===== config.mk =====
export PLATFORM = sky130hd
export DESIGN_NAME = pool_ifm_streamer_flat
export DESIGN_NICKNAME = d
export VERILOG_FILES = /design/src/rtl/pool_pkg.sv /design/src/rtl/pool_ifm_streamer_if.sv /design/src/rtl/pool_skid_reg.sv /design/src/rtl/pool_ifm_streamer.sv /design/src/flat_wrapper.sv
export SDC_FILE = /design/constraint.sdc
export NUM_CORES = 1
export LEC_CHECK = 0
export ABC_AREA = 1
export CORE_ASPECT_RATIO = 1.4
export CORE_MARGIN = 2
export CORE_UTILIZATION = 30
export CTS_BUF_LIST = sky130_fd_sc_hd__clkbuf_16
export CTS_CLUSTER_DIAMETER = 60
export DETAILED_ROUTE_END_ITERATION = 8
export HOLD_SLACK_MARGIN = 0.08
export PLACE_DENSITY = 0.56
export SYNTH_ARGS = -nofsm -noshare
export SYNTH_HDL_FRONTEND = slang
export SYNTH_HIERARCHICAL = 1
export SYNTH_SLANG_ARGS = --single-unit

===== constraint.sdc =====
create_clock -name clk1 -period 1.64 [get_ports clk1]
set_input_delay 0.246 -clock clk1 [delete_from_list [all_inputs] [get_ports clk1]]
set_output_delay 0.246 -clock clk1 [all_outputs]
set_load 0.03 [all_outputs]

===== src/rtl/pool_pkg.sv =====
// rtl/pool_pkg.sv - shared types and helpers for the pooling input feeder
package pool_pkg;

   // 3-bit state codes for the streamer FSM
   localparam logic [2:0] S_IDLE  = 3'd0;
   localparam logic [2:0] S_READ  = 3'd1;
   localparam logic [2:0] S_GAP   = 3'd2;
   localparam logic [2:0] S_DRAIN = 3'd3;
   localparam logic [2:0] S_FIN   = 3'd4;

   typedef enum logic [2:0] {
      ST_IDLE  = S_IDLE,
      ST_READ  = S_READ,
      ST_GAP   = S_GAP,
      ST_DRAIN = S_DRAIN,
      ST_FIN   = S_FIN
   } stream_state_t;

   function automatic int clog2_f(input int value);
      int r;
      int v;
      r = 0;
      v = value - 1;
      while (v > 0) begin
         r = r + 1;
         v = v >> 1;
      end
      return r;
   endfunction

   // counter width able to hold 0..n-1, never narrower than one bit
   function automatic int cnt_width(input int n);
      return (n <= 1) ? 1 : clog2_f(n);
   endfunction

   function automatic int frame_size(input int ci, input int ifm_size);
      return ci * ifm_size * ifm_size;
   endfunction

endpackage


===== src/rtl/pool_ifm_streamer_if.sv =====
// rtl/pool_ifm_streamer_if.sv - control, SRAM and pixel-stream bundle of the feeder
interface pool_ifm_streamer_if #(
   parameter int DATA_WIDTH = 8,
   parameter int ADDR_WIDTH = 10
);
   logic                  start;
   logic                  stall;
   logic                  mem_rd_en;
   logic [ADDR_WIDTH-1:0] mem_addr;
   logic [DATA_WIDTH-1:0] mem_rdata;
   logic [DATA_WIDTH-1:0] pix_out;
   logic                  in_valid;
   logic                  row_last;
   logic                  ch_last;
   logic                  busy;
   logic                  done;

   modport master (
      input  start, stall, mem_rdata,
      output mem_rd_en, mem_addr, pix_out, in_valid, row_last, ch_last, busy, done
   );

   modport slave (
      output start, stall, mem_rdata,
      input  mem_rd_en, mem_addr, pix_out, in_valid, row_last, ch_last, busy, done
   );
endinterface


===== src/rtl/pool_skid_reg.sv =====
// rtl/pool_skid_reg.sv - one-entry holding register for read data returning under stall
module pool_skid_reg #(
   parameter int WIDTH = 10
) (
   input  logic             clk1,
   input  logic             rst_n,
   input  logic             load,
   input  logic             unload,
   input  logic [WIDTH-1:0] d,
   output logic [WIDTH-1:0] q,
   output logic             full
);

   // capture on load, release on unload; the two never coincide in the feeder
   always_ff @(posedge clk1 or negedge rst_n) begin
      if (!rst_n) begin
         q    <= '0;
         full <= 1'b0;
      end else if (load) begin
         q    <= d;
         full <= 1'b1;
      end else if (unload) begin
         full <= 1'b0;
      end
   end

endmodule


===== src/rtl/pool_ifm_streamer.sv =====
// rtl/pool_ifm_streamer.sv - raster SRAM reader feeding pixels to the pool stage
module pool_ifm_streamer
   import pool_pkg::*;
#(
   parameter int IFM_SIZE   = 9,
   parameter int CI         = 3,
   parameter int DATA_WIDTH = 8,
   parameter int ADDR_WIDTH = 10,
   parameter int ROW_GAP    = 1
) (
   input  logic clk1,
   input  logic rst_n,
   pool_ifm_streamer_if.master bus
);

   localparam int CW = cnt_width(IFM_SIZE);
   localparam int HW = cnt_width(CI);
   localparam int GW = cnt_width(ROW_GAP);
   localparam int SW = DATA_WIDTH + 2;
   localparam int FRAME_PIX = frame_size(CI, IFM_SIZE);

   localparam logic [CW-1:0] POS_LAST = CW'(IFM_SIZE - 1);
   localparam logic [HW-1:0] CH_LAST  = HW'(CI - 1);
   localparam logic [GW-1:0] GAP_LAST = GW'(ROW_GAP - 1);
   localparam logic [ADDR_WIDTH-1:0] ADDR_LAST = ADDR_WIDTH'(FRAME_PIX - 1);

   stream_state_t         state;
   logic [CW-1:0]         col;
   logic [CW-1:0]         row;
   logic [HW-1:0]         ch;
   logic [GW-1:0]         gap_cnt;
   logic [ADDR_WIDTH-1:0] addr_cnt;
   logic [ADDR_WIDTH-1:0] last_addr;
   logic                  busy_r;
   logic                  done_r;

   logic                  rd_pending;
   logic                  tag_rl;
   logic                  tag_cl;
   logic [DATA_WIDTH-1:0] out_pix;
   logic                  out_valid;
   logic                  out_rl;
   logic                  out_cl;

   logic                  skid_full;
   logic [SW-1:0]         skid_q;
   logic                  skid_load;
   logic                  skid_unload;

   logic                  rd_fire;
   logic                  col_end;
   logic                  row_end;
   logic                  drained;

   // a read goes out only when nothing downstream is backed up
   assign rd_fire     = (state == ST_READ) && !bus.stall && !skid_full;
   assign col_end     = (col == POS_LAST);
   assign row_end     = (row == POS_LAST);
   assign skid_load   = bus.stall && rd_pending;
   assign skid_unload = !bus.stall && skid_full;
   assign drained     = !rd_pending && !skid_full && (!out_valid || !bus.stall);

   assign bus.mem_rd_en = rd_fire;
   assign bus.mem_addr  = rd_fire ? addr_cnt : last_addr;
   assign bus.pix_out   = out_pix;
   assign bus.in_valid  = out_valid;
   assign bus.row_last  = out_rl;
   assign bus.ch_last   = out_cl;
   assign bus.busy      = busy_r;
   assign bus.done      = done_r;

   // frame sequencing, raster counters and the incremental read address
   always_ff @(posedge clk1 or negedge rst_n) begin
      if (!rst_n) begin
         state     <= ST_IDLE;
         col       <= '0;
         row       <= '0;
         ch        <= '0;
         gap_cnt   <= '0;
         addr_cnt  <= '0;
         last_addr <= '0;
         busy_r    <= 1'b0;
         done_r    <= 1'b0;
      end else begin
         done_r <= 1'b0;
         case (state)
            ST_IDLE: begin
               if (bus.start) begin
                  state    <= ST_READ;
                  col      <= '0;
                  row      <= '0;
                  ch       <= '0;
                  gap_cnt  <= '0;
                  addr_cnt <= '0;
                  busy_r   <= 1'b1;
               end
            end
            ST_READ: begin
               if (rd_fire) begin
                  last_addr <= addr_cnt;
                  addr_cnt  <= (addr_cnt == ADDR_LAST) ? '0 : addr_cnt + ADDR_WIDTH'(1);
                  if (col_end) begin
                     col     <= '0;
                     gap_cnt <= '0;
                     if (row_end && (ch == CH_LAST)) begin
                        state <= ST_DRAIN;
                     end else begin
                        state <= ST_GAP;
                     end
                  end else begin
                     col <= col + CW'(1);
                  end
               end
            end
            ST_GAP: begin
               if (!bus.stall) begin
                  if (gap_cnt == GAP_LAST) begin
                     gap_cnt <= '0;
                     state   <= ST_READ;
                     if (row_end) begin
                        row <= '0;
                        ch  <= ch + HW'(1);
                     end else begin
                        row <= row + CW'(1);
                     end
                  end else begin
                     gap_cnt <= gap_cnt + GW'(1);
                  end
               end
            end
            ST_DRAIN: begin
               if (drained) begin
                  state  <= ST_FIN;
                  done_r <= 1'b1;
               end
            end
            ST_FIN: begin
               state  <= ST_IDLE;
               busy_r <= 1'b0;
            end
            default: begin
               state  <= ST_IDLE;
               busy_r <= 1'b0;
            end
         endcase
      end
   end

   // read-side pipeline stage: row/channel tags follow the SRAM latency
   always_ff @(posedge clk1 or negedge rst_n) begin
      if (!rst_n) begin
         rd_pending <= 1'b0;
         tag_rl     <= 1'b0;
         tag_cl     <= 1'b0;
      end else begin
         rd_pending <= rd_fire;
         tag_rl     <= rd_fire && col_end;
         tag_cl     <= rd_fire && col_end && row_end;
      end
   end

   // output register: holds under stall, refills from the skid before fresh data
   always_ff @(posedge clk1 or negedge rst_n) begin
      if (!rst_n) begin
         out_pix   <= '0;
         out_valid <= 1'b0;
         out_rl    <= 1'b0;
         out_cl    <= 1'b0;
      end else if (!bus.stall) begin
         if (skid_full) begin
            {out_pix, out_rl, out_cl} <= skid_q;
            out_valid <= 1'b1;
         end else if (rd_pending) begin
            out_pix   <= bus.mem_rdata;
            out_rl    <= tag_rl;
            out_cl    <= tag_cl;
            out_valid <= 1'b1;
         end else begin
            out_valid <= 1'b0;
            out_rl    <= 1'b0;
            out_cl    <= 1'b0;
         end
      end
   end

   pool_skid_reg #(
      .WIDTH (SW)
   ) u_skid (
      .clk1   (clk1),
      .rst_n  (rst_n),
      .load   (skid_load),
      .unload (skid_unload),
      .d      ({bus.mem_rdata, tag_rl, tag_cl}),
      .q      (skid_q),
      .full   (skid_full)
   );

endmodule


===== src/flat_wrapper.sv =====
// flat-port wrapper written by rule: the top's interface ports become plain ports
module pool_ifm_streamer_flat import pool_pkg::*;
#(
   parameter int IFM_SIZE   = 9,
   parameter int CI         = 3,
   parameter int DATA_WIDTH = 8,
   parameter int ADDR_WIDTH = 10,
   parameter int ROW_GAP    = 1
)
  (clk1, rst_n, bus_start, bus_stall, bus_mem_rdata, bus_mem_rd_en, bus_mem_addr, bus_pix_out, bus_in_valid, bus_row_last, bus_ch_last, bus_busy, bus_done);
  pool_ifm_streamer_if #(.DATA_WIDTH(DATA_WIDTH), .ADDR_WIDTH(ADDR_WIDTH)) bus_i ();
  input  logic clk1;
  input  logic rst_n;
  input wire logic [$bits(bus_i.start)-1:0] bus_start;
  input wire logic [$bits(bus_i.stall)-1:0] bus_stall;
  input wire logic [$bits(bus_i.mem_rdata)-1:0] bus_mem_rdata;
  output wire logic [$bits(bus_i.mem_rd_en)-1:0] bus_mem_rd_en;
  output wire logic [$bits(bus_i.mem_addr)-1:0] bus_mem_addr;
  output wire logic [$bits(bus_i.pix_out)-1:0] bus_pix_out;
  output wire logic [$bits(bus_i.in_valid)-1:0] bus_in_valid;
  output wire logic [$bits(bus_i.row_last)-1:0] bus_row_last;
  output wire logic [$bits(bus_i.ch_last)-1:0] bus_ch_last;
  output wire logic [$bits(bus_i.busy)-1:0] bus_busy;
  output wire logic [$bits(bus_i.done)-1:0] bus_done;
  assign bus_i.start = bus_start;
  assign bus_i.stall = bus_stall;
  assign bus_i.mem_rdata = bus_mem_rdata;
  assign bus_mem_rd_en = bus_i.mem_rd_en;
  assign bus_mem_addr = bus_i.mem_addr;
  assign bus_pix_out = bus_i.pix_out;
  assign bus_in_valid = bus_i.in_valid;
  assign bus_row_last = bus_i.row_last;
  assign bus_ch_last = bus_i.ch_last;
  assign bus_busy = bus_i.busy;
  assign bus_done = bus_i.done;
  pool_ifm_streamer #(.IFM_SIZE(IFM_SIZE), .CI(CI), .DATA_WIDTH(DATA_WIDTH), .ADDR_WIDTH(ADDR_WIDTH), .ROW_GAP(ROW_GAP)) u_core (.clk1(clk1), .rst_n(rst_n), .bus(bus_i));
endmodule

==> results of run 1 <==
[flip-flops by register name, summed over array words and instances (netlist names), 2 cells and up]
signal and count:
u_core/row 4, u_core/last_addr 10, u_core/bus.pix_out 8, u_core/col 4, u_core/state 3, u_core/addr_cnt 10
u_core/ch 2, u_core/u_skid/q 10
[worst max-delay path by stage]
stage | cells past startpoint | endpoint
3_3_place_gp | 8 | bus_mem_addr[0]
4_1_cts | 7 | bus_mem_addr[4]
3_5_place_dp | 8 | bus_mem_addr[0]
2_1_floorplan | 6 | bus_mem_addr[0]
6_report | 7 | bus_mem_addr[4]
5_1_grt | 7 | bus_mem_addr[1]
[metrics by stage]
stage                     setup WS (ps)  area, µm²  total power, µW
after floorplan                   -39.6       3070             4040
after CTS                          -211       4120             7340
after global placement             -196       3690             4970
after global routing               -264       4150             7770
after detailed placement           -235       3690             5030
final                              -175       4150             7270
[per-layer routing]
layer  GRT usage  vias to the layer above  routed length [µm]
met3      0.0467                       10                 296
met5           0                        -                   0
li1            -                     1312                   -
met4      0.0549                        0                 117
met1       0.157                     1220                2860
met2       0.235                       55                3480
[critical path, delay by kind of cell (launching register included)]
family          cells  cell delay, ps
buf+inv             4             460
flops               1             400
simple gates        2             260
compound gates      1             120
[synth_stat cells]
master    instances
dfrtp_1          60
nor2_1           25
o21ai_1           6
nand2_2           1
a21oi_2           1
inv_1            33
nand2_1         144
xnor2_1           1
clkbuf_1          1
nand4_1           5
nand3_1          20
nor2_2            2
nand3_2           3
nor2_4            2
buf_6             3
inv_2             5
nor3_1            3
buf_4             4
o21ai_0          24
xor2_1            7
a31oi_1           8
o21a_1            1
ha_1              7
a22oi_1           2
buf_2             3
[report_power, final]
part / internal [µW] / leakage, µW / switching (µW)
Combinational: 1220 / 0.00113 / 1760
Clock: 1460 / 0.000166 / 650
Sequential: 1900 / 0.000781 / 274
Total: 4590 / 0.00208 / 2680
[cells by family (layout without fill, tap and decap cells)]
group | after synthesis | in the layout | share of synthesized area
and+or+nand+nor | 205 | 205 | 0.287
adders and majority gates | 7 | 7 | 0.0295
AOI/OAI and AO/OA | 42 | 42 | 0.0780
DFF | 60 | 60 | 0.506
buffers and inverters | 49 | 122 | 0.0759
xor gates and xnor gates | 8 | 8 | 0.0236
[what timing repair did]
action,4_1_cts,5_1_grt
hold endpoints to repair,21,0
buffers inserted,4,3
hold buffers,1,0
endpoints found under the setup margin,11,15
resized for setup,15,7
gates cloned,1,0
pin swaps,2,0
[area by class of cell]
class / count / area, µm² / share of cell area
multi-input combinational: 262 / 1340 / 0.322
tap: 135 / 169 / 0.0407
sequential: 60 / 1500 / 0.362
clock inverter: 7 / 106 / 0.0256
timing repair buffer: 67 / 657 / 0.158
timing repair inverter: 1 / 3.75 / 0.000905
inverter: 38 / 148 / 0.0356
clock buffer: 9 / 225 / 0.0543
==> flow_metrics.py, run 1 <==
metrics = {
    "drt": {
        "drtIter0Drc": 94,
        "first_pass_iters": 5,
        "ant_nets": 0,
        "vias": 2597,
        "post-route-drc-count": 0,
        "totalWireLength_um": 6760,
        "avgViaCountPerCell": 4.49,
        "avgRoutedWirePerCell_um": 11.7,
    },
    "timing": {
        "fin_crit_sh": 1.11,
        "clock.fmax_ghz": 0.551,
        "worst_slew_pin_slew_ps": 612,
        "whs_ps": 458,
        "hold_viol": 0,
        "post-route-min-period_ps": 1810,
        "clock_skew_ps": 4.14,
        "drv_slew": 0,
        "fin_ws_ps": -175,
        "maxSlewHeadroom": 0.592,
        "rsz0062_at_grt": "yes",
        "tns_ps": -1690,
        "setup_violations": 11,
    },
    "status": {
        "outcome": "finished, violations left",
        "violations": "negative setup slack",
    },
    "layout": {
        "utilization": 0.424,
        "fillers": 968,
        "drive_above_1_share": 0.187,
        "final_cell_mix": "140 x nand2_1, 60 x dfrtp_1, 33 x inv_1",
        "area_growth_pct": 39.8,
        "final_common_cell": "nand2_1",
        "layoutNonFillerInstCount": 579,
        "fin_nets": 458,
        "n_antenna_cell": 0,
    },
    "placed_design": {
        "hpwl_um": 4820,
        "dp.cells": 555,
        "portBuffers": 35,
        "place.gp.congestion": 0.845,
    },
    "clock_tree": {
        "htreeDepth": 3,
        "clk_pin_slew_ps": 50,
        "cts_tree": "built",
        "cts-root-buf": "clkbuf_16",
        "clock_path_buffers": 2,
        "cts_buffers": 9,
        "insertion_delay_ps": 330,
        "clock_sink_count": 60,
    },
    "die": {
        "core_area_um2": 9790,
        "die_h_um": 122,
        "die_w_um": 88.1,
        "ios": 36,
        "die-area_um2": 10700,
        "start_util": 0.303,
        "placementRows": 43,
    },
    "worst_hold_path": {
        "min_path_type": "input port to async pin",
    },
    "power": {
        "p_leak_uw": 0.00208,
        "powerDensity_nw_per_um2": 1750,
        "ir_worst_vdd_v": 0.000769,
    },
    "worst_setup_path": {
        "cp_max_fo": 8,
        "path_cells": "inv_2 -> nand3_4 -> nor2_4 -> inv_6 -> buf_6 -> o21ai_4 -> buf_6",
        "r2r_cells": 8,
        "crit_path_end_kind": "output pin",
        "cp_common_cell": "buf_6",
        "crit_path_start": "u_core/state[1]$_DFFE_PN0P_",
        "worstPathArrival_ps": 1570,
        "critPathRequiredTime_ps": 1390,
        "r2r_end": "u_core/col[0]$_DFFE_PN0P_",
        "worstSetupPathType": "flop to output pin",
        "rrSetupSlack_ps": 130,
        "r2r_start": "u_core/state[1]$_DFFE_PN0P_",
        "cp-start-kind": "flop",
        "cp_slowest_stage_delay_ps": 400,
        "slowest_stage": "dfrtp_1",
    },
    "logic_synthesis": {
        "yosysSeqAreaShare": 0.506,
        "yosys_warnings": 6,
        "yosysUniqueCellTypes": 25,
        "syn_avg_cell_area_um2": 8.00,
        "synth-seq-cells": 60,
        "synth_top_area_frac": 0.506,
        "synth_nets": 390,
        "yosys.area.top_type": "dfrtp_1",
        "syn_inst": 371,
        "yosys-top-cells-area": "dfrtp_1 51%, nand2_1 18%, inv_1 4.2%, o21ai_0 4.0%, nand3_1 3.4%",
        "syn-cell-area_um2": 2970,
    },
    "global_routing": {
        "antenna_found_initial": 0,
        "grt_max_degree": 24,
        "grt_pass1_wl_um": 11400,
        "grt_overflow": 0,
        "grt_use_total": 0.138,
        "grt_pass1_vias": 2509,
    },
    "job": {
        "drv_cap": 0,
    },
}
Power figures use the tool's default switching activity.
==> run 2: changes to the inputs <==
--- a/config.mk
+++ b/config.mk
@@ -13,7 +13,9 @@
 export CTS_CLUSTER_DIAMETER = 60
 export DETAILED_ROUTE_END_ITERATION = 8
 export HOLD_SLACK_MARGIN = 0.08
+export MAX_ROUTING_LAYER = met4
 export PLACE_DENSITY = 0.56
+export SLEW_MARGIN = 0
 export SYNTH_ARGS = -nofsm -noshare
 export SYNTH_HDL_FRONTEND = slang
 export SYNTH_HIERARCHICAL = 1
==> run 2 against run 1 <==
The run still ends with negative setup slack left. Sequential cell count stayed put. Clock power hardly changed. Worst setup slack worse by 0.87 ps. Cell count unchanged. Count of clock-buffer cells in the layout stayed put. Critical path type unchanged.
==> flow_metrics.py, run 2 (synthesis gave the netlist of run 1 again) <==
metrics = {
    "layout": {
        "fin_nets": 458,
        "final_cell_mix": "140 x nand2_1, 60 x dfrtp_1, 33 x inv_1",
        "n_antenna_cell": 0,
        "fillers": 968,
        "final_common_cell": "nand2_1",
        "drive_above_1_share": 0.187,
        "multi_input_area_um2": 1340,
        "fin_area_um2": 4150,
        "largestRegisters": "u_core/addr_cnt (10), u_core/last_addr (10), u_core/u_skid/q (10)",
        "register_area_um2": 1500,
        "area_growth_pct": 39.8,
    },
    "die": {
        "die_h_um": 122,
        "die-area_um2": 10700,
        "ios": 36,
        "start_util": 0.303,
        "die_w_um": 88.1,
        "placementRows": 43,
        "core_area_um2": 9790,
    },
    "timing": {
        "hold_viol": 0,
        "tns_ps": -1700,
        "setup_violations": 11,
        "clock.fmax_ghz": 0.551,
        "post-route-min-period_ps": 1820,
        "worst_slew_pin_slew_ps": 611,
        "fin_crit_sh": 1.11,
        "rsz0062_at_grt": "yes",
        "fin_ws_ps": -176,
        "clock_skew_ps": 3.94,
        "maxSlewHeadroom": 0.593,
        "drv_slew": 0,
    },
    "global_routing": {
        "antenna_found_initial": 0,
        "grt_max_degree": 24,
        "met2_usage": 0.235,
        "grt_overflow": 0,
        "grt_use_met3": 0.0467,
        "grt_use_total": 0.142,
        "grt_most_used_layer": "met2",
        "grt_pass1_vias": 2513,
        "grt_pass1_wl_um": 11400,
        "grt_util_met1": 0.157,
    },
    "clock_tree": {
        "clock_path_buffers": 2,
        "insertion_delay_ps": 330,
        "htreeDepth": 3,
        "cts_tree": "built",
        "cts_buffers": 9,
        "clk_pin_slew_ps": 50,
        "clock_sink_count": 60,
        "cts-root-buf": "clkbuf_16",
    },
    "worst_setup_path": {
        "worstPathArrival_ps": 1570,
        "cp_slowest_stage_delay_ps": 400,
        "path_cells": "inv_2 -> nand3_4 -> nor2_4 -> inv_6 -> buf_6 -> o21ai_4 -> buf_6",
        "critPathRequiredTime_ps": 1390,
        "cp-start-kind": "flop",
        "worstSetupPathType": "flop to output pin",
        "cp_max_fo": 8,
        "cp_common_cell": "buf_6",
        "crit_path_end_kind": "output pin",
        "slowest_stage": "dfrtp_1",
    },
    "drt": {
        "first_pass_iters": 4,
        "drtIter0Drc": 94,
        "vias": 2604,
        "totalWireLength_um": 6770,
        "post-route-drc-count": 0,
        "ant_nets": 0,
        "avgViaCountPerCell": 4.50,
        "avgRoutedWirePerCell_um": 11.7,
    },
    "worst_hold_path": {
        "min_path_type": "input port to async pin",
    },
    "placed_design": {
        "portBuffers": 35,
        "hpwl_um": 4820,
        "place.gp.congestion": 0.858,
        "placed_area_um2": 3690,
    },
    "power": {
        "ir_worst_vdd_v": 0.000771,
        "p_leak_uw": 0.00208,
        "powerDensity_nw_per_um2": 1750,
    },
    "status": {
        "outcome": "finished, violations left",
        "violations": "negative setup slack",
    },
    "job": {
        "drv_cap": 0,
    },
}
==> run 2: cell counts in the layout (fill, tap and decap cells not counted) <==
Identical to the previous run, type by type.
==> run 2: final timing paths <==
check / from / to / slack (ps) / cells after the start
worst max-delay path: u_core/state[1]$_DFFE_PN0P_ / bus_mem_addr[4] / -180 / 7
worst min-delay path: rst_n / u_core/bus.pix_out[0]$_DFFE_PN0P_ / 460 / 2
worst max register to register: u_core/state[1]$_DFFE_PN0P_ / u_core/col[0]$_DFFE_PN0P_ / 130 / 8
worst min register to register: u_core/u_skid/q[9]$_DFFE_PN0P_ / u_core/u_skid/q[9]$_DFFE_PN0P_ / 470 / 2
max in group asynchronous: rst_n / u_core/last_addr[1]$_DFFE_PN0P_ / 650 / 3
min in group clk1: u_core/u_skid/q[9]$_DFFE_PN0P_ / u_core/u_skid/q[9]$_DFFE_PN0P_ / 470 / 2
==> run 2: final cells by class <==
| class | count | share of cell area |
|---|---|---|
| Clock buffer | 9 | 0.0543 |
| Clock inverter | 7 | 0.0256 |
| Inverter | 38 | 0.0356 |
| Multi-Input combinational cell | 262 | 0.322 |
| Sequential cell | 60 | 0.362 |
| Tap cell | 135 | 0.0407 |
| Timing Repair Buffer | 67 | 0.158 |
| Timing Repair inverter | 1 | 0.000905 |
==> run 2: stage by stage <==
stage	setup WS [ps]	util	hold WS (ps)	instances	power, µW
floorplan	-39.6	-	-49.6	371	4040
global placement	-196	0.377	285	555	4970
detailed placement	-235	0.377	292	555	5030
CTS	-211	0.421	473	577	7340
global route	-264	0.424	489	579	7770
finish	-176	0.424	456	579	7270
==> run 2: what timing repair did <==
action,in CTS,in global routing
resized for setup,15,7
endpoints found under the hold margin,21,0
setup buffers,4,3
gates cloned,1,0
hold buffers,1,0
endpoints found under the setup margin,11,15
pin swaps,2,0
==> run 2: metal layers <==
layer / up-vias / wire length, µm / share of wire
met5: - / 0 / 0
met1: 1219 / 2870 / 0.42
met4: 0 / 119 / 0.018
met2: 58 / 3480 / 0.51
met3: 14 / 300 / 0.044
li1: 1313 / - / -
==> run 2: power by group <==
part	internal, µW	switching [µW]	total, µW
clock network	1460	651	2110
registers	1900	275	2180
logic	1220	1760	2980
==> run 2: worst max-delay path: cells and delay by family, from the launching register on <==
family | cells | cell delay (ps)
compound gates | 1 | 120
buf+inv | 4 | 460
flops | 1 | 400
simple gates | 2 | 260
==> run 3: changes to the inputs <==
--- a/config.mk
+++ b/config.mk
@@ -18,5 +18,4 @@
 export SLEW_MARGIN = 0
 export SYNTH_ARGS = -nofsm -noshare
 export SYNTH_HDL_FRONTEND = slang
-export SYNTH_HIERARCHICAL = 1
 export SYNTH_SLANG_ARGS = --single-unit
==> run 3 against run 2 <==
The flow still finishes with violations (negative setup slack). First-iteration DRC count up 31%. Clock power down 18%. Utilization rose by 0.75 points. Sequential cell count is the same. Largest power group unchanged.
==> flow_metrics.py, run 3 <==
metrics = {
    "status": {
        "outcome": "finished, violations left",
        "violations": "negative setup slack",
    },
    "timing": {
        "worst_slew_pin_slew_ps": 341,
        "post-route-min-period_ps": 1750,
        "whs_ps": 441,
        "hold_viol": 0,
        "clock_skew_ps": 5.89,
        "fin_ws_ps": -114,
        "drv_slew": 0,
        "rsz0062_at_grt": "yes",
        "maxSlewHeadroom": 0.773,
        "setup_violations": 11,
        "clock.fmax_ghz": 0.570,
        "fin_crit_sh": 1.07,
    },
    "layout": {
        "drive_above_1_share": 0.201,
        "layoutNonFillerInstCount": 537,
        "utilization": 0.431,
        "n_antenna_cell": 0,
        "final_common_cell": "nand2_1",
        "area_growth_pct": 39.8,
        "largestRegisters": "u_core.addr_cnt (10), u_core.last_addr (10), u_core.u_skid.q (10)",
        "fin_area_um2": 4080,
        "multi_input_area_um2": 1350,
        "final_cell_mix": "112 x nand2_1, 58 x dfrtp_1, 39 x inv_1",
        "fin_nets": 444,
        "register_area_um2": 1500,
        "fillers": 943,
    },
    "die": {
        "start_util": 0.308,
        "ios": 36,
        "die_w_um": 87.3,
        "die-area_um2": 10500,
        "core_area_um2": 9460,
        "placementRows": 42,
        "die_h_um": 121,
    },
    "worst_setup_path": {
        "rrSetupSlack_ps": 160,
        "r2r_cells": 9,
        "worstSetupPathType": "flop to output pin",
        "slowest_stage": "dfrtp_1",
        "cp_slowest_stage_delay_ps": 380,
        "r2r_start": "u_core.addr_cnt[0]$_DFFE_PN0P_",
        "critPathRequiredTime_ps": 1390,
        "crit_path_end_kind": "output pin",
        "cp_max_fo": 6,
        "cp-start-kind": "flop",
        "worstPathArrival_ps": 1510,
        "path_cells": "inv_2 -> nand3_4 -> inv_4 -> nand2_8 -> buf_16 -> o21ai_2 -> buf_6",
        "r2r_end": "u_core.addr_cnt[9]$_DFFE_PN0P_",
    },
    "clock_tree": {
        "clock_sink_count": 60,
        "cts_tree": "built",
        "cts_buffers": 9,
        "htreeDepth": 3,
        "clock_path_buffers": 2,
        "cts-root-buf": "clkbuf_16",
        "clk_pin_slew_ps": 50,
        "insertion_delay_ps": 330,
    },
    "global_routing": {
        "grt_most_used_layer": "met2",
        "grt_max_degree": 61,
        "grt_overflow": 0,
        "grt_use_met3": 0.0464,
        "grt_util_met1": 0.155,
        "antenna_found_initial": 0,
        "grt_use_total": 0.140,
        "grt_pass1_wl_um": 11200,
        "grt_pass1_vias": 2489,
        "met2_usage": 0.214,
    },
    "logic_synthesis": {
        "yosys.area.top_type": "dfrtp_1",
        "syn-cell-area_um2": 2920,
        "syn_avg_cell_area_um2": 8.06,
        "yosysUniqueCellTypes": 29,
        "synth_edf_count": 0,
        "syn_inst": 362,
        "synth_nets": 381,
        "async_flop_share": 1.00,
        "yosysSeqAreaShare": 0.515,
        "yosys_warnings": 0,
        "yosys-top-cells-area": "dfrtp_1 51%, nand2_1 16%, o21ai_0 7.7%, inv_1 5.0%, nand3_1 3.1%",
        "synthTopCellsByCount": "123 x nand2_1, 60 x dfrtp_1, 45 x o21ai_0",
        "synth_flop_cell": "dfrtp_1",
        "yosysMostFrequentCell": "nand2_1",
        "synth-seq-cells": 60,
        "synth_top_area_frac": 0.515,
    },
    "power": {
        "ir_worst_vdd_v": 0.000587,
        "powerDensity_nw_per_um2": 1450,
        "p_leak_uw": 0.00203,
    },
    "drt": {
        "first_pass_iters": 4,
        "drtIter0Drc": 123,
        "totalWireLength_um": 6650,
        "ant_nets": 0,
        "vias": 2540,
        "avgRoutedWirePerCell_um": 12.4,
        "post-route-drc-count": 0,
        "avgViaCountPerCell": 4.73,
    },
    "placed_design": {
        "hpwl_um": 4400,
        "place.gp.congestion": 0.807,
        "dp.cells": 512,
        "placed_area_um2": 3460,
        "portBuffers": 35,
    },
    "job": {
        "drv_cap": 0,
    },
    "worst_hold_path": {
        "min_path_type": "input port to async pin",
    },
}
run 3: changes by cell type in the layout (fill, tap and decap cells not counted), moves of 6 or more:
cell,previous run,this run
nand2_1,140,112
o21ai_0,20,36
nand2_4,0,8
nor2_1,25,17
a31oi_1,8,1
a21oi_1,0,6
inv_1,33,39
run 3: how the worst max path moves through the flow:
| stage | startpoint | endpoint | slack, ps | cells after the start |
|---|---|---|---|---|
| 2_1_floorplan | u_core.state[2]$_DFFE_PN0P_ | bus_mem_addr[0] | -90 | 7 |
| 3_3_place_gp | bus_stall | bus_mem_addr[0] | -80 | 7 |
| 3_5_place_dp | bus_stall | bus_mem_addr[0] | -90 | 7 |
| 4_1_cts | u_core.state[2]$_DFFE_PN0P_ | bus_mem_addr[7] | -90 | 8 |
| 5_1_grt | u_core.state[2]$_DFFE_PN0P_ | bus_mem_addr[7] | -180 | 7 |
| 6_report | u_core.state[1]$_DFFE_PN0P_ | bus_mem_addr[9] | -110 | 7 |
run 3: routing by layer:
layer / share of wire / vias to the layer above
met5: 0 / -
li1: - / 1284
met4: 0.034 / 0
met3: 0.040 / 20
met1: 0.43 / 1188
met2: 0.50 / 48
run 3: worst max-delay path: cells and delay by family, from the launching register on:
kind	cells	cell delay, ps
buffers and inverters	4	470
AND/OR/NAND/NOR	2	160
AO/OA/AOI/OAI	1	160
flip-flops	1	380
run 3: final cells by class:
class	instances	share of cell area
Clock inverter	4	0.0107
Clock buffer	9	0.0552
Timing Repair Buffer	62	0.158
Multi-Input combinational cell	248	0.332
Inverter	44	0.0417
Tap cell	110	0.0338
Sequential cell	60	0.369
run 3: logic make-up (layout without fill, tap and decap cells):
logic type	Yosys count	in the layout	share of synthesized area
XOR/XNOR	4	4	0.0120
AO/OA/AOI/OAI	58	58	0.101
AND/OR/NAND/NOR	177	177	0.257
multiplexers	2	2	0.00772
adder cells (fa/ha/maj)	7	7	0.0300
flip-flops	60	60	0.515
buffers and inverters	54	119	0.0772
run 3: where the power goes:
part / internal, µW / leakage [µW] / switching (µW)
sequential: 1800 / 0.000796 / 204
combinational: 923 / 0.00110 / 1240
clock: 1130 / 0.000134 / 606
total: 3860 / 0.00203 / 2050
run 3: stage by stage:
stage,TNS [ps],worst slack [ps],total power (µW)
floorplan,-837,-93.0,3130
global placement,-450,-76.8,3800
detailed placement,-615,-88.4,3830
CTS,-882,-90.9,5950
global route,-1950,-182,6290
finish,-917,-114,5910
run 3: timing repair:
action                                  in CTS  in global routing
buffers inserted                             9                  0
gates resized for setup                     37                 19
hold endpoints to repair                    60                  0
cloned                                       2                  0
endpoints found under the setup margin      11                 19
hold buffers                                 1                  0
pin swaps                                    3                  0
